`config.mk`:
```
export PLATFORM = sky130hd
export DESIGN_NAME = jtsdram_bank_rw
export DESIGN_NICKNAME = d
export VERILOG_FILES = /design/src/rtl/jtsdram_pkg.sv /design/src/rtl/jtsdram_rnd.sv /design/src/rtl/jtsdram_bank_rw.sv
export SDC_FILE = /design/constraint.sdc
export NUM_CORES = 1
export LEC_CHECK = 0
export ABC_AREA = 1
export CORE_ASPECT_RATIO = 1.75
export CORE_MARGIN = 2
export CORE_UTILIZATION = 45
export CTS_BUF_LIST = sky130_fd_sc_hd__clkbuf_2 sky130_fd_sc_hd__clkbuf_4 sky130_fd_sc_hd__clkbuf_8
export DETAILED_ROUTE_END_ITERATION = 12
export PLACE_DENSITY = 0.81
export SYNTH_ARGS = -nofsm -noshare
export SYNTH_HDL_FRONTEND = slang
export SYNTH_HIERARCHICAL = 1
export SYNTH_SLANG_ARGS = --single-unit
```
`constraint.sdc`:
```
create_clock -name clk -period 2.9 [get_ports clk]
set_input_delay 0.725 -clock clk [delete_from_list [all_inputs] [get_ports clk]]
set_output_delay 0.725 -clock clk [all_outputs]
set_load 0.05 [all_outputs]
```
`src/rtl/jtsdram_pkg.sv`:
```
// Shared definitions for the SDRAM bank tester: FSM states, sweep modes and the
// per-address write pattern.
package jtsdram_pkg;

    typedef enum logic [3:0] {
        IDLE,
        GAP,
        WR_REQ,
        WR_WAIT,
        RD_REQ,
        RD_WAIT,
        CHK,
        ADV,
        DONE
    } state_t;

    localparam logic MODE_RO = 1'b0;
    localparam logic MODE_RW = 1'b1;

    // Callers zero-extend the address and seed, then truncate the result to the data width
    function automatic logic [63:0] pat(input logic [63:0] addr, input logic [63:0] seed);
        return addr ^ seed;
    endfunction

endpackage

```
`src/rtl/jtsdram_rnd.sv`:
```
// 16-bit Fibonacci LFSR (x^16+x^14+x^13+x^11) used for pacing gaps; exposes the low OW bits.
module jtsdram_rnd #(
    parameter int OW = 16
) (
    input  logic          rst,
    input  logic          clk,
    input  logic          adv,
    output logic [OW-1:0] rnd
);

    logic [15:0] lfsr;

    always_ff @(posedge clk, posedge rst) begin
        if (rst)
            lfsr <= 16'hACE1;
        else if (adv)
            lfsr <= {lfsr[14:0], lfsr[15] ^ lfsr[13] ^ lfsr[12] ^ lfsr[10]};
    end

    assign rnd = lfsr[OW-1:0];

endmodule

```
`src/rtl/jtsdram_bank_rw.sv`:
```
// SDRAM bank tester: read-verify (MODE_RO) or write-pattern-then-read (MODE_RW) sweep over 0..LAST.
// Define JTSDRAM_BANK_ERRLOG_EN to add err_addr/err_got/err_exp capture of the first mismatch.
module jtsdram_bank_rw
    import jtsdram_pkg::*;
#(
    parameter int          AW   = 22,
    parameter int          DW   = 16,
    parameter int unsigned LAST = 2**AW-1,
    parameter logic [15:0] SEED = 16'h5A3C,
    parameter int          EW   = 8
) (
    input  logic          rst,
    input  logic          clk,
    input  logic          start,
    input  logic          mode,
    input  logic          slow,
    input  logic          LVBL,
    input  logic [DW-1:0] data_ref,
    output logic [AW-1:0] cnt_addr,
    output logic [AW-1:0] sdram_addr,
    output logic          rd,
    output logic          wr,
    output logic [DW-1:0] din,
    input  logic          ack,
    input  logic          rdy,
    input  logic [DW-1:0] data_read,
    output logic          bad,
    output logic [EW-1:0] err_cnt,
    output logic          done
`ifdef JTSDRAM_BANK_ERRLOG_EN
    ,
    output logic [AW-1:0] err_addr,
    output logic [DW-1:0] err_got,
    output logic [DW-1:0] err_exp
`endif
);

    localparam logic [AW-1:0] LAST_A = AW'(LAST);

    state_t        st;
    logic          phase_wr;
    logic          mode_q;
    logic [3:0]    gap;
    logic [3:0]    rnd4;
    logic [DW-1:0] rd_data;
    logic [DW-1:0] pat_cur;
    logic [DW-1:0] exp_val;
    logic          pace_ok;
    logic          mismatch;

    jtsdram_rnd #(.OW(4)) u_rnd (
        .rst (rst),
        .clk (clk),
        .adv (1'b1),
        .rnd (rnd4)
    );

    assign sdram_addr = cnt_addr;
    assign pat_cur    = DW'(pat(64'(cnt_addr), 64'(SEED)));
    assign pace_ok    = slow ? (gap == 4'hf) : LVBL;
    assign exp_val    = (mode_q == MODE_RO) ? data_ref : pat_cur;
    // 4-state compare so that X/Z on the bus is reported as an error
    assign mismatch   = (rd_data !== exp_val);

    always_ff @(posedge clk, posedge rst) begin
        if (rst) begin
            st       <= IDLE;
            phase_wr <= 1'b0;
            mode_q   <= MODE_RO;
            gap      <= 4'hf;
            rd_data  <= '0;
            cnt_addr <= '0;
            rd       <= 1'b0;
            wr       <= 1'b0;
            din      <= '0;
            bad      <= 1'b0;
            err_cnt  <= '0;
            done     <= 1'b0;
`ifdef JTSDRAM_BANK_ERRLOG_EN
            err_addr <= '0;
            err_got  <= '0;
            err_exp  <= '0;
`endif
        end else if (start) begin
            // Abort anything in flight; a late rdy lands in GAP and is ignored there
            st       <= GAP;
            mode_q   <= mode;
            phase_wr <= (mode == MODE_RW);
            cnt_addr <= '0;
            rd       <= 1'b0;
            wr       <= 1'b0;
            bad      <= 1'b0;
            err_cnt  <= '0;
            done     <= 1'b0;
`ifdef JTSDRAM_BANK_ERRLOG_EN
            err_addr <= '0;
            err_got  <= '0;
            err_exp  <= '0;
`endif
        end else begin
            case (st)
                IDLE, DONE: ;
                GAP: begin
                    if (gap != 4'hf)
                        gap <= gap + 4'd1;
                    if (pace_ok) begin
                        if (phase_wr) begin
                            wr  <= 1'b1;
                            din <= pat_cur;
                            st  <= WR_REQ;
                        end else begin
                            rd  <= 1'b1;
                            st  <= RD_REQ;
                        end
                    end
                end
                WR_REQ: begin
                    if (ack) begin
                        wr <= 1'b0;
                        st <= rdy ? ADV : WR_WAIT;
                    end
                end
                WR_WAIT: begin
                    if (rdy)
                        st <= ADV;
                end
                RD_REQ: begin
                    if (ack) begin
                        rd <= 1'b0;
                        if (rdy) begin
                            rd_data <= data_read;
                            st      <= CHK;
                        end else begin
                            st      <= RD_WAIT;
                        end
                    end
                end
                RD_WAIT: begin
                    if (rdy) begin
                        rd_data <= data_read;
                        st      <= CHK;
                    end
                end
                CHK: begin
                    if (mismatch) begin
                        bad <= 1'b1;
                        if (err_cnt != '1)
                            err_cnt <= err_cnt + 1'b1;
`ifdef JTSDRAM_BANK_ERRLOG_EN
                        if (!bad) begin
                            err_addr <= cnt_addr;
                            err_got  <= rd_data;
                            err_exp  <= exp_val;
                        end
`endif
                    end
                    st <= ADV;
                end
                ADV: begin
                    gap <= (LVBL && !slow) ? 4'hd : rnd4;
                    if (cnt_addr == LAST_A) begin
                        if (phase_wr) begin
                            phase_wr <= 1'b0;
                            cnt_addr <= '0;
                            st       <= GAP;
                        end else begin
                            done     <= 1'b1;
                            st       <= DONE;
                        end
                    end else begin
                        cnt_addr <= cnt_addr + 1'b1;
                        st       <= GAP;
                    end
                end
                default: st <= IDLE;
            endcase
        end
    end

endmodule
```
Word-level counts from Yosys, hierarchy flattened
Index checks and enable logic that the tools add are counted.

Memory bits (writable): 0. Bits of input ports: 40. Memories kept: 0. Output and inout port bits: 72. Register bits: 92. Bits in read-only memories: 0. Latch bits: 0.

Shift operators: 0. Muxes and demuxes: 46. Magnitude comparators: 0. Divide/modulo/power cells: 0. Bitwise gates (word level): 5. Multiply operators: 0. Reductions and logical operators: 24. Equal/unequal tests: 25. Add/sub/neg operators: 3.

Operator list (count): two-way mux 22 bit (4); two-way mux 16 bit (3); two-way mux 4 bit (10); two-way mux 8 bit (4); case mux 16 bit (2 select lines) (1); case mux 4 bit (8 select lines) (1); != test 3 bit, second input constant (8); adder 22 x 1 -> 22 bit, second input constant (1); equality test 22 bit, second input constant (1); two-way mux 1 bit (17); equality test 4 x 3 -> 1 bit, second input constant (4); !== test 16 bit (1); nonzero test 2 bit (7); AND reduction 3 bit (4); AND reduction 4 bit (3); adder 8 x 1 -> 8 bit, second input constant (1); equality test 4 x 2 -> 1 bit, second input constant (2); equality test 4 bit, second input constant (2); != test 2 bit, second input constant (4); != test 8 bit, second input constant (1); inverter 8 bit (1); case mux 4 bit (2 select lines) (1); two-way mux 3 bit (2); AND reduction 2 bit (3); 13 further kinds (17).

Depth between registers and ports, before layout
Depth in word-level cells: 6. Depth in mapped cells: 14.

By module
The synthesis kept the hierarchy.

By module, submodules not included: jtsdram_bank_rw (instances 1, sequential area each 1906.8 um^2, cells an instance 649, area an instance 4837.1 um^2); jtsdram_rnd (instances 1, sequential area each 410.4 um^2, cells an instance 82, area an instance 720.7 um^2).

Least setup slack after synthesis
No wires, ideal clock.

Path kind: register to register. Start point: register err_cnt[0]. End point: register err_cnt[5]. Slack: 927 ps. Library setup time: 66 ps. Path buffers: 0. Data arrival time: 1907 ps. Cell stages (with the launch flop): 12. Clock period less this slack: 1973 ps. Cell sequence: dfrtp_1 -> ha_1 -> nand2_1 -> inv_1 -> nand3_1 -> nor2_1 -> nand3_1 -> o21ai_0 -> clkinv_1 -> nand2_4 -> nand2_1 -> nand2_1.

Word-level cells in the longest chain between the ends: 5. Elaborated cells on any way between the ends: 8. Classes of those cells: 1 x add/sub; 1 x eq/ne; 4 x mux; 2 x reduce/logical.

RTL lines: start: declaration (line jtsdram_bank_rw.sv:28) `output logic [EW-1:0] err_cnt,`; start signal: assignment (line jtsdram_bank_rw.sv:148) `err_cnt <= err_cnt + 1'b1;`; adder 8 x 1 -> 8 bit (line jtsdram_bank_rw.sv:148); two-way mux 8 bit (line jtsdram_bank_rw.sv:147) `if (err_cnt != '1)`; two-way mux 8 bit (line jtsdram_bank_rw.sv:145) `if (mismatch) begin`; two-way mux 8 bit (line jtsdram_bank_rw.sv:101) `case (st)`; two-way mux 8 bit (line jtsdram_bank_rw.sv:84) `end else if (start) begin`.

Parallel ways exist; a longest one is shown, timed or not. The select of a mux whose other input is x is not followed. A chain may end at the register's enable or synchronous reset.

Worst setup path in the final report
Start point: register cnt_addr[15]. End point: output port sdram_addr[15].

RTL lines: start: declaration (line jtsdram_bank_rw.sv:19) `output logic [AW-1:0] cnt_addr,`; start signal: assignment (line jtsdram_bank_rw.sv:171) `cnt_addr <= cnt_addr + 1'b1;`; end: declaration (line jtsdram_bank_rw.sv:20) `output logic [AW-1:0] sdram_addr,`.

No word-level cell between the ends.

==> reports/results.env <==
CRITPATHSLOWESTCELL='clkdlybuf4s50_1'
POST_SYNTH.CELL_AREA_AVG_UM2=7.60
DIEAREA_MM2=0.0133
CTS_ROOT_BUF='clkbuf_8'
AREAGROWTHSYNTHTOFINISH_PCT=21.5
CTS_RESIZED=0
DETAILEDROUTE.FIRSTITERATIONVIOLATIONS=354
RSZ_0062_RAISED_AFTER_GLOBAL_ROUTING='no'
CLK_PIN_SLEW_WORST_PATHS_NS=0.08
DETAIL-ROUTE-ANTENNA-NETS=0
HOLD_VIOL_FINAL=0
INITIAL_CORE_UTIL_PCT=46.3
GRT_START_MAX_NET_PINS=77
WORSTSETUPSTARTPOINTTYPE='flip-flop'
NUMCTSBUFFERS=9
CRITICAL_SETUP_PATH_KIND='reg -> out'
FP.DIEW_UM=88.0
STATUS='completed'
FIRST_GLOBAL_VIAS=4709
TOP_LEVEL_PORTS=112
FIN_SETUP_TNS_NS=0
LEAKAGEPOWER_nW=3.15
SYNTH_SEQ_CELLS=92
POSTCTSSETUPREPAIRBUFS=0
CRIT_FANOUT=8
SYNTH_FLOP_CELL='dfrtp_1'
PLACE.PORT_BUFFERS=111
ROUTE.FINAL.WIRE_LENGTH_UM=14000
SYNTH_WARNINGS=6
WORST-ENDPOINT-REQUIRED_NS=2.17
MIN-DELAY-START='u_rnd/lfsr[6]'
HP-CLASS='reg -> reg'
FINALINSTANCEAREA_MM2=0.00675
TRITONCTS_NUM_SINKS=92
GRT_USAGE_PCT=22.0
DRIVE_ABOVE_1_SHARE_PCT=10.3
FINAL_MAX_SLEW_VIOL_COUNT=0
SYNTH_EDF_COUNT=0
GLOBAL_ROUTE_WIRE_LENGTH_BEFORE_REPAIR_UM=22500
CLOCK_TREE.HTREE_LEVEL_COUNT=3
FIRST_PASS_ITERS=6
PLACEABLECOREAREA_MM2=0.0120
END_KIND='output pin'
SYNTHESIS.INSTANCES=731
WORST-R2R-CELL-COUNT=10
FMAX_GHz=0.393
CLK-INSERTION-DELAY-LATE_NS=0.37
NUMBER_OF_BUFFERS_BETWEEN_CLOCK_ROOT_AND_THE_DEEPEST_SINK=2
CTS_TREE='done'
YS_TYPES=47
PLACEMENT.CELL_AREA_MM2=0.00656
WORSTPATHBUFFERINVERTERCOUNT=1
TIMING.CRITICAL_PATH.FROM='cnt_addr[15]'
SYNTH.YOSYS.SEQ_AREA_SHARE_PCT=41.7
PER_CELL_VIA_COUNT_IN_THE_ROUTED_DESIGN=5.04
CRITICAL_PATH_ARRIVAL_NS=1.82
YS_ASYNC_SR_FRACTION_PCT=100
POST-ROUTE-DRC-COUNT=0
CRITICAL_PATH.REG2REG.STARTPOINT='cnt_addr[1]'
DESIGN.FINAL.NETS=852
FINAL_HPWL_FROM_DETAILED_PLACEMENT_UM=10700
ROUTED_WIRE_PER_STD_CELL_UM=14.4
FLOORPLAN.ROWS=53
FINALCRITPERIODSHARE_PCT=87.8
INSERTEDDIODECOUNT=0
FIN_CRIT_NS=2.55
VIAS=4926
SLEW_HEADROOM_PCT=60.5
WORST_MARGIN_PIN_SLEW_NS=0.591
ORDERED_CELL_LIST_FOR_THE_CRITICAL_PATH='clkdlybuf4s50_1'
DIE-HEIGHT_UM=151
VDD_IR_MAX_uV=472
WORST_PATH_LARGEST_CELL_DELAY_NS=0.88
HOLD_PATH_DEPTH=2
FINCLKSKEW_NS=0.0101
ANTENNA_VIOLATIONS_BEFORE_REPAIR=0
NUMBER_OF_NETS_IN_THE_SYNTHESIZED_NETLIST=774
GRT_OVERFLOW=0
SETUP_VIOL_COUNT_FINAL=0
SYN_AREA_MM2=0.00556
CELLPOWERDENSITY_mW_PER_MM2=632
GP_ROUTABILITY_CONGESTION=0.932
CRITICAL_PATH_DEPTH=1
TOP_CELL_FAMILY_BY_DELAY_ON_THE_CRITICAL_PATH='buffers and inverters'
TIMING.MAX_CAP.VIOLATIONS=0
CTS_HOLD_BUF=0
-- area by class of cell --
type	instances	area, µm²
Fill cell	1113	5250
Multi-Input combinational cell	511	2550
Sequential cell	92	2320
Timing Repair Buffer	122	1210
Inverter	73	282
Tap cell	165	206
Clock buffer	12	159
Clock inverter	2	35.0
-- worst paths after layout --
path	end	slack, ns
setup reg to reg	cnt_addr[9]	0.70
hold / removal	u_rnd/lfsr[7]	0.47
hold reg to reg	u_rnd/lfsr[7]	0.47
max in group asynchronous	u_rnd/lfsr[8]	1.74
setup / recovery	sdram_addr[15]	0.35
min in group asynchronous	u_rnd/lfsr[4]	0.77
-- registers in the layout, indices dropped and copies added (netlist names) --
signal      flops
rd              1
done            1
st              4
rd_data        16
cnt_addr       22
gap             4
bad             1
mode_q          1
phase_wr        1
din            16
u_rnd/lfsr     16
err_cnt         8
wr              1
-- cells by family after synthesis --
logic type | share of synthesized area [%]
AND/OR/NAND/NOR | 31.9
other | 0.0675
multiplexers | 2.23
XOR/XNOR | 2.84
AO/OA/AOI/OAI | 8.19
adder cells (fa/ha/maj) | 0.675
flip-flops | 41.7
buffers and inverters | 12.4
-- layout by cell type (no fill, tap or decap), types with 5 or more instances in the layout --
master | synthesis | final
nand3b_1 | 9 | 9
buf_4 | 35 | 10
nand2_1 | 233 | 233
dfstp_2 | 12 | 12
clkdlybuf4s50_1 | 0 | 111
nor2_1 | 64 | 64
clkbuf_8 | 0 | 11
xnor2_1 | 5 | 5
nor2_2 | 5 | 5
a21oi_1 | 15 | 15
inv_1 | 67 | 66
nand2_2 | 6 | 6
xor2_1 | 13 | 13
dfrtp_1 | 80 | 80
mux2_2 | 11 | 11
o21ai_0 | 44 | 44
nor3_1 | 9 | 9
nand4_1 | 12 | 12
nand3_1 | 47 | 47
-- cell usage after synthesis, drive strengths merged (2+ instances only) --
cell type / instances / area share, %
nand2: 242 / 17
dfrtp: 80 / 36
nor2: 73 / 5.9
inv: 72 / 5.0
nand3: 50 / 4.8
o21ai: 50 / 4.8
buf: 48 / 6.9
a21oi: 17 / 1.7
nand4: 13 / 1.7
xor2: 13 / 2.0
dfstp: 12 / 5.7
mux2: 11 / 2.2
nor3: 10 / 0.99
nand3b: 9 / 1.2
clkbuf: 7 / 0.52
xnor2: 5 / 0.79
o31ai: 4 / 0.54
ha: 3 / 0.68
a31oi: 2 / 0.23
-- where the power goes --
group / leakage [nW] / total, W / internal, W / switching [W]
Clock: 0.102 / 0.000881 / 0.000445 / 0.000436
Sequential: 1.17 / 0.00183 / 0.00162 / 0.000211
Combinational: 1.88 / 0.00156 / 0.000583 / 0.000978
-- through the flow --
stage                     setup slack, ns  std cells  total power (W)  util (%)  hold WS, ns
after detailed placement            0.405        963          0.00341      54.7        0.468
after CTS                           0.350        977          0.00430      56.3        0.477
final                               0.355        977          0.00427      56.3        0.474
after floorplan                     0.243        731          0.00299         -        0.448
after global placement              0.441        963          0.00337      54.7        0.460
after global routing                0.301        977          0.00456      56.3        0.498
-- per-layer routing --
metal  wire [µm]  track usage [%]  share of wire [%]
met1        5320             24.9                 38
met2        7570             38.9                 54
met3         545             3.98                3.9
met4         599             10.8                4.3
met5           0                0                  0
Note: power is estimated with default switching activity, not from simulation.
